`config.mk`:
```
export PLATFORM = sky130hd
export DESIGN_NAME = unidade_controle
export DESIGN_NICKNAME = d
export VERILOG_FILES = /design/src/rtl/unidade_controle_pkg.sv /design/src/rtl/unidade_controle_contador_timeout.sv /design/src/rtl/unidade_controle.sv
export SDC_FILE = /design/constraint.sdc
export NUM_CORES = 1
export LEC_CHECK = 0
export CORE_ASPECT_RATIO = 1.5
export CORE_UTILIZATION = 25
export CTS_CLUSTER_DIAMETER = 120
export CTS_CLUSTER_SIZE = 25
export DETAILED_ROUTE_END_ITERATION = 8
export PLACE_DENSITY = 0.49
export SLEW_MARGIN = 30
export SYNTH_ARGS = -nofsm -noshare
export SYNTH_HDL_FRONTEND = slang
export SYNTH_HIERARCHICAL = 1
export SYNTH_SLANG_ARGS = --single-unit
```
`constraint.sdc`:
```
create_clock -name clock -period 2 [get_ports clock]
set_input_delay 0.2 -clock clock [delete_from_list [all_inputs] [get_ports clock]]
set_output_delay 0.2 -clock clock [all_outputs]
set_load 0.005 [all_outputs]
```
`src/rtl/unidade_controle_pkg.sv`:
```
// State encoding shared by the control unit and anything that decodes db_estado.
package unidade_controle_pkg;

  localparam int ESTADO_W = 4;

  typedef enum logic [ESTADO_W-1:0] {
    INICIAL        = 4'b0000,
    PREPARACAO     = 4'b0001,
    ESPERA_JOGADA  = 4'b0010,
    REGISTRA       = 4'b0100,
    COMPARACAO     = 4'b0101,
    PROXIMA_JOGADA = 4'b0110,
    FIM_ACERTOU    = 4'b1010,
    FIM_ERROU      = 4'b1110,
    FIM_TIMEOUT    = 4'b1101
  } estado_t;

endpackage

```
`src/rtl/unidade_controle_contador_timeout.sv`:
```
// Modulo-TIMEOUT inactivity counter. fim flags the terminal count (TIMEOUT-1).
module contador_timeout #(
  parameter int TIMEOUT = 5000
) (
  input  logic clock,
  input  logic reset,
  input  logic zera,
  input  logic conta,
  output logic fim
);

  localparam int W = (TIMEOUT > 1) ? $clog2(TIMEOUT) : 1;
  localparam logic [W-1:0] TC = W'(TIMEOUT - 1);

  logic [W-1:0] cnt_q, cnt_d;

  // Synchronous clear has priority over counting; wrap after terminal count.
  always_comb begin
    cnt_d = cnt_q;
    if (zera) begin
      cnt_d = '0;
    end else if (conta) begin
      if (cnt_q == TC) cnt_d = '0;
      else             cnt_d = cnt_q + 1'b1;
    end
  end

  // Count register, asynchronously cleared.
  always_ff @(posedge clock or negedge reset) begin
    if (!reset) cnt_q <= '0;
    else        cnt_q <= cnt_d;
  end

  assign fim = (cnt_q == TC);

endmodule

```
`src/rtl/unidade_controle.sv`:
```
// Moore control unit for the memory-game datapath: one play per ROM address,
// with a per-play inactivity timeout.
//
// state          | meaning
// inicial        | idle, waiting for iniciar
// preparacao     | clear address counter and play register
// espera_jogada  | waiting for a play, timeout counter running
// registra       | load the play register
// comparacao     | compare play with memory word
// proxima_jogada | advance to next address
// fim_acertou    | all 16 plays matched
// fim_errou      | wrong play
// fim_timeout    | no play within TIMEOUT cycles
module unidade_controle
  import unidade_controle_pkg::*;
#(
  parameter int TIMEOUT = 5000
) (
  input  logic       clock,
  input  logic       reset,
  input  logic       iniciar,
  input  logic       jogada_feita,
  input  logic       igual,
  input  logic       fimC,
  output logic       zeraC,
  output logic       contaC,
  output logic       zeraR,
  output logic       registrarR,
  output logic       pronto,
  output logic       acertou,
  output logic       errou,
  output logic       timeout,
  output logic [3:0] db_estado
);

  estado_t state_q, state_d;
  logic    espera;
  logic    fim_tempo;

  assign espera = (state_q == ESPERA_JOGADA);

  // Counter restarts on every entry to espera_jogada because it is held clear elsewhere.
  contador_timeout #(
    .TIMEOUT(TIMEOUT)
  ) u_timeout (
    .clock (clock),
    .reset (reset),
    .zera  (!espera),
    .conta (espera),
    .fim   (fim_tempo)
  );

  // State register; reset aborts any game immediately.
  always_ff @(posedge clock or negedge reset) begin
    if (!reset) state_q <= INICIAL;
    else        state_q <= state_d;
  end

  // Next-state logic; a play wins over a simultaneous timeout terminal count.
  always_comb begin
    state_d = state_q;
    case (state_q)
      INICIAL:        if (iniciar) state_d = PREPARACAO;
      PREPARACAO:     state_d = ESPERA_JOGADA;
      ESPERA_JOGADA: begin
        if (jogada_feita)   state_d = REGISTRA;
        else if (fim_tempo) state_d = FIM_TIMEOUT;
      end
      REGISTRA:       state_d = COMPARACAO;
      COMPARACAO: begin
        if (!igual)    state_d = FIM_ERROU;
        else if (fimC) state_d = FIM_ACERTOU;
        else           state_d = PROXIMA_JOGADA;
      end
      PROXIMA_JOGADA: state_d = ESPERA_JOGADA;
      FIM_ACERTOU,
      FIM_ERROU,
      FIM_TIMEOUT:    if (iniciar) state_d = PREPARACAO;
      default:        state_d = INICIAL;
    endcase
  end

  // Output decode from the state register only.
  always_comb begin
    zeraC      = 1'b0;
    contaC     = 1'b0;
    zeraR      = 1'b0;
    registrarR = 1'b0;
    pronto     = 1'b0;
    acertou    = 1'b0;
    errou      = 1'b0;
    timeout    = 1'b0;
    case (state_q)
      PREPARACAO: begin
        zeraC = 1'b1;
        zeraR = 1'b1;
      end
      REGISTRA:       registrarR = 1'b1;
      PROXIMA_JOGADA: contaC     = 1'b1;
      FIM_ACERTOU: begin
        pronto  = 1'b1;
        acertou = 1'b1;
      end
      FIM_ERROU: begin
        pronto = 1'b1;
        errou  = 1'b1;
      end
      FIM_TIMEOUT: begin
        pronto  = 1'b1;
        errou   = 1'b1;
        timeout = 1'b1;
      end
      default: ;
    endcase
  end

  assign db_estado = state_q;

endmodule

```
==> run metrics, run 1 <==
Leak=approximately 0.00057 uW; crit path DAT=1.69 ns; DR iter-0 viols=61; Syn Nets=between 100 and 150; Clock Tree Buf Depth=2; Clock transition at path regs=approximately 0.06 ns; gr usage total=11.8%; ratio of cells with drive above 1 in the final layout=approximately a fifth; overall die height=roughly 86 um; failing checks=DRC; largest net degree at the start of global routing=18; Die Footprint=roughly 5000 um2; mapped cell area=approximately 1200 um2; synth-to-layout area growth=24.4%; Residual DRC=2; via-per-instance ratio=between 5 and 6; cell area power density=913 nW/um2; CTS H-Tree Depth=1; Startpoint Class=register; Post-synth EDFFs=0; R2R setup slack=~0.16 ns; Post-synth ARST share=100%; Yosys warning count=6; drt pass-1 iters=8; RSZ-0062 raised after global routing=no; vias in the first global route=roughly 1000; fin cells=192; first-pass GRT wire length=approximately 4.6 mm; Starting Density=between 20 and 30%; final net count=between 150 and 200; endpoints failing setup=0; sequential fraction of the synthesis area=a little over a third; hold crit path type=in2async; #FFs+latches synth=17; Slew Limit Fails=0; Yosys top cell by area=dfrtp_1; Period Utilization, post-route=a little over nine tenths; endpoint class of the critical path=output pin; Max VDD drop=roughly 0.29 mV; Fin Setup TNS=0 ns; critical path type=reg2out; clock latency on the worst-skew pair=between 0.2 and 0.3 ns; Worst Tran Pin Value=between 0.3 and 0.4 ns; initial antenna violation count=0; final core utilization=32.3%; pre-CTS setup slack=about 0.10 ns; post-route ant nets=0; GP Congestion=around 0.79; WL/cell=approximately 14 um; top cells by area, synth=dfrtp_1 (36%), nor2_1 (3.9%), xor2_1 (3.8%); total power=1330 uW; WL final=between 2 and 3 mm; Unique masters post-synth=48; # diodes=0; Tmin final=approximately 1.9 ns; Synth Flop Type=dfrtp_1; Max-Cap Viols=0; Num CTS Buffers=3; global route overflow=0; num rows=30; IO buf count=17; chip width=slightly below 60 um; required time of the critical path=1.80 ns; routed vias=roughly 1000; Mapped Cells=121; Fmax achieved=between 0.5 and 0.6 GHz; Core Footprint=between 4000 and 5000 um2; CTS root buf=clkbuf_8; maximum fanout along the worst path=14; Worst Slack Setup Final=0.114 ns; Hold Fails Final Rpt=0; Sink Count=17; Final HPWL DP=between 2 and 2.5 mm; skew final=~0.00085 ns; status=finished with violations; placed cell count=~190; Slew headroom=between 70% and 80%; post-synth top area share=~36%; CTS tree=yes; Syn Area/Cell=~9.6 um2; Ports=18
## Yosys cell counts (2+ instances only)
master    number
dfrtp_1       17
and2_1         2
o21ai_1        3
xnor2_1        2
nor3_1         2
a21oi_1        5
buf_6          3
xor2_1         5
nor2_1        12
o21ai_0        2
nand3b_1       2
a31oi_1        2
nand2b_1       2
inv_1          6
and4_1         2
o22a_1         3
nand2_1        9
and3_1         4
nand3_1        5
a41oi_1        2
nand4_1        3
clkbuf_8       2
## what timing repair did
action,in CTS,in global routing
gates resized for setup,0,4
endpoints found under the setup margin,0,11
hold buffers,0,0
endpoints found under the hold margin,0,0
setup buffers,0,3
## worst paths after layout
| check | startpoint | to | cells after the start |
|---|---|---|---|
| max in group asynchronous | reset | u_timeout/cnt_q[2] | 2 |
| setup reg to reg | db_estado[0] | u_timeout/cnt_q[7] | 7 |
| hold reg to reg | u_timeout/cnt_q[12] | u_timeout/cnt_q[12] | 2 |
| hold / removal | reset | u_timeout/cnt_q[1] | 2 |
| setup / recovery | db_estado[3] | registrarR | 4 |
| min in group clock | u_timeout/cnt_q[12] | u_timeout/cnt_q[12] | 2 |
## sequential cells by signal, indices dropped and copies added (netlist names)
signal           cells
u_timeout/cnt_q     13
db_estado            4
## metal layers
layer | vias up | part of all wire (%) | track usage [%]
li1 | 484 | - | -
met1 | 479 | 41 | 13.5
met2 | 32 | 51 | 20.5
met3 | 10 | 3.2 | 1.36
met4 | 0 | 4.3 | 7.58
met5 | - | 0 | 0
## cell families (layout without fill, tap and decap cells)
| family | count (synthesis) | after routing | share of synthesized area [%] |
|---|---|---|---|
| adder cells (fa/ha/maj) | 1 | 1 | 1.07 |
| buffers and inverters | 14 | 37 | 8.57 |
| multiplexers | 1 | 1 | 0.965 |
| AO/OA/AOI/OAI | 25 | 25 | 17.6 |
| AND/OR/NAND/NOR | 56 | 56 | 30.1 |
| XOR/XNOR | 7 | 7 | 5.25 |
| flip-flops | 17 | 17 | 36.4 |
## power breakdown
part	internal, uW	total [uW]	switching [uW]
combinational	326	676	350
clock	141	250	109
sequential	379	400	20.9
total	846	1330	480
## cell usage in the layout, fill, tap and decap left out, drive strengths merged, types with 4 or more instances in the layout
master	instances
inv	6
and3	4
a21oi	5
dfrtp	17
clkbuf	4
nor3	4
nand2	9
nor2	13
clkdlybuf4s50	17
nand3	5
xor2	5
o21ai	5
buf	10
## critical path, stage by stage (launching register included)
cell and delay [ns]:
dfrtp_1 0.40, buf_4 0.19, nand2b_1 0.22, nor3_2 0.11
clkdlybuf4s50_1 0.52
## final cells by class
| type | count | area [um2] |
|---|---|---|
| sequential | 17 | 425 |
| inverter | 6 | 22.5 |
| fill | 503 | 3050 |
| clock buffer | 4 | 45.0 |
| tap | 48 | 60.1 |
| timing repair buffer | 27 | 245 |
| multi-input combinational | 90 | 654 |
## metrics by stage
stage,hold slack (ns),instance area (um2)
floorplan,-0.0956,1170
global placement,0.543,1370
detailed placement,0.545,1370
CTS,0.271,1420
global route,0.302,1450
finish,0.268,1450
(Power assumes the default switching activity.)
==> run 2: changes to the inputs <==
--- a/config.mk
+++ b/config.mk
@@ -5,12 +5,13 @@
 export SDC_FILE = /design/constraint.sdc
 export NUM_CORES = 1
 export LEC_CHECK = 0
+export CAP_MARGIN = 20
 export CORE_ASPECT_RATIO = 1.5
-export CORE_UTILIZATION = 25
+export CORE_UTILIZATION = 48
 export CTS_CLUSTER_DIAMETER = 120
 export CTS_CLUSTER_SIZE = 25
 export DETAILED_ROUTE_END_ITERATION = 8
-export PLACE_DENSITY = 0.49
+export PLACE_DENSITY = 0.79
 export SLEW_MARGIN = 30
 export SYNTH_ARGS = -nofsm -noshare
 export SYNTH_HDL_FRONTEND = slang
==> run 2 against run 1 <==
Net effect:
- the flow now finishes without violations
- wire length fell by 12%
- sequential share of layout area is 1.0 points higher
- clock skew grew 0.011 ns
- sequential power barely moved
- maximum frequency about the same
- combinational power is 2% lower
- first-iteration DRC count decreased by 41%
- critical path type unchanged
==> run metrics, run 2 (synthesized netlist as in run 1, its figures left out) <==
r2r worst-path depth=7 (unchanged); Final HPWL DP=1.76 mm (-16%); Comb power frac=53.3% (+2.3 points); num rows=21 (-30%); first-pass GRT wire length=3.85 mm (-16%); IO buf count=17 (unchanged); final net count=151 (-0.66%); CP max-delay cell=clkdlybuf4s50_1; smallest hold slack=0.180 ns (-0.0879 ns); # diodes=0 (unchanged); Largest register FFs=13 (unchanged); Slew headroom=75.0% (+1.7 points); Fmax achieved=0.530 GHz (about the same); gr usage total=18.6% (+6.7 points); crit-path leading delay family=buffers and inverters; maximum fanout along the worst path=9 (-5); via-per-instance ratio=5.88 (+12%); required time of the critical path=1.80 ns (about the same); R2R setup slack=0.18 ns (+0.02 ns); Startpoint Class=register; endpoints failing setup=0 (unchanged); placed cell areas=1330 um2 (-2.8%); Starting Density=51.7% (+26 points); Clock Tree Buf Depth=2 (unchanged); status=complete, no violations; CTS root buf=clkbuf_4; WL/cell=14.2 um (+2.2%); drt pass-1 iters=4 (-4); Max VDD drop=0.588 mV (+100%); crit path DAT=1.69 ns (about the same); Num CTS Buffers=3 (unchanged); Period Utilization, post-route=94.3% (about the same); Core Footprint=2260 um2 (-50%); Cell Chain, Critical Path=buf_4 > inv_1 > nand2_2 > a21oi_1 > clkdlybuf4s50_1; Fin Setup TNS=0 ns (unchanged); GP Congestion=0.913 (+16%); initial antenna violation count=0 (unchanged); placed cell count=159 (-14%); CTS H-Tree Depth=1 (unchanged); Max-Cap Viols=0 (unchanged); Sink Count=17 (unchanged); commonest non-fill, non-tap cells in the layout=dfrtp_1 (17), clkdlybuf4s50_1 (15), nor2_1 (12), buf_4 (9), nand2_1 (8); Crit path largest cell delay=0.51 ns (about the same); DR iter-0 viols=36 (-41%); Flop pwr share=32.2% (+2.0 points); Ports=18 (unchanged); synth-to-layout area growth=20.3%; hold crit path type=in2async; total power=1240 uW (-6.6%); skew final=0.0119 ns (+0.0111 ns); Final Cell Area=1400 um2 (-3.4%); clock latency on the worst-skew pair=0.29 ns (+0.04 ns); critical path type=reg2out; Clock Power Share=14.5% (-4.4 points); endpoint class of the critical path=output pin; Hold Fails Final Rpt=0 (unchanged); Crit path buffers/inverters=3 (+1); Int Pwr=776 uW (-8.2%); largest net degree at the start of global routing=15 (-3); post-route ant nets=0 (unchanged); Sw Ratio=37.3% (+1.1 points); Worst Tran Pin Value=0.372 ns (-0.0257 ns); routed vias=976 (-2.9%); CTS tree=yes; Largest Register=u_timeout/cnt_q; global route overflow=0 (unchanged); WL final=2.35 mm (-12%); RSZ-0062 raised after global routing=no; reg2reg end=u_timeout/cnt_q[11]; vias in the first global route=878 (-15%); Residual DRC=0 (-2); Leak=0.000589 uW (+4.0%); FF-to-FF Start=db_estado[0]; cell area power density=882 nW/um2 (-3.3%); Clock transition at path regs=0.10 ns (+0.04 ns); commonest non-fill, non-tap cell in the layout=dfrtp_1; Slew Limit Fails=0 (unchanged); Die Footprint=2640 um2 (-47%); ratio of cells with drive above 1 in the final layout=18.9% (+0.13 points); fin cells=166 (-14%); overall die height=62.4 um (-27%); chip width=42.3 um (-27%); Tmin final=1.89 ns (+0.000135 ns); NetSw=462 uW (-3.6%); CP Depth=5 (+1)
-- run 2: cell types whose count changed in the layout (fill, tap and decap cells not counted), moves of 2 or more --
cell | before | now
clkdlybuf4s50_1 | 17 | 15
clkbuf_8 | 3 | 0
dlymetal6s2s_1 | 0 | 2
clkbuf_4 | 0 | 3
-- run 2: final cells by class --
class	instances	area [um2]
Fill cell	193	856
Clock buffer	3	22.5
Multi-Input combinational cell	90	657
Timing Repair Buffer	26	243
Sequential cell	17	425
Tap cell	23	28.8
Clock inverter	1	5.00
Inverter	6	22.5
-- run 2: power groups by stage --
| stage | registers (uW) | clock network, uW | logic (uW) |
|---|---|---|---|
| 2_1_floorplan | 431 | 0 | 402 |
| 3_3_place_gp | 406 | 0 | 629 |
| 3_5_place_dp | 407 | 0 | 636 |
| 4_1_cts | 399 | 191 | 643 |
| 5_1_grt | 403 | 205 | 713 |
| 6_report | 399 | 179 | 660 |
-- run 2: layer usage --
metal,vias up,part of all wire (%),global-route usage (%)
met5,-,0,0
met4,0,2.2,8.98
met3,6,4.2,2.60
met2,34,49,31.0
met1,446,44,23.0
li1,490,-,-
-- run 2: repair_timing --
action / CTS / global route
endpoints found under the setup margin: 2 / 9
gates resized for setup: 1 / 6
gates cloned: 0 / 0
pin swaps: 0 / 1
hold buffers: 0 / 0
buffers inserted: 0 / 3
-- run 2: worst max path at each step --
stage,startpoint,endpoint,slack (ns)
detailed placement,db_estado[0],u_timeout/cnt_q[7],0.16
CTS,db_estado[3],registrarR,0.02
finish,db_estado[1],errou,0.11
global placement,db_estado[0],u_timeout/cnt_q[11],0.23
global route,db_estado[1],timeout,0.02
floorplan,db_estado[0],u_timeout/cnt_q[7],0.09
-- run 2: through the flow --
| step | setup WS [ns] | util, % |
|---|---|---|
| floorplan | 0.0857 | - |
| global placement | 0.227 | 59.0 |
| detailed placement | 0.163 | 59.0 |
| CTS | 0.0221 | 60.5 |
| global route | 0.0168 | 62.1 |
| finish | 0.114 | 62.1 |
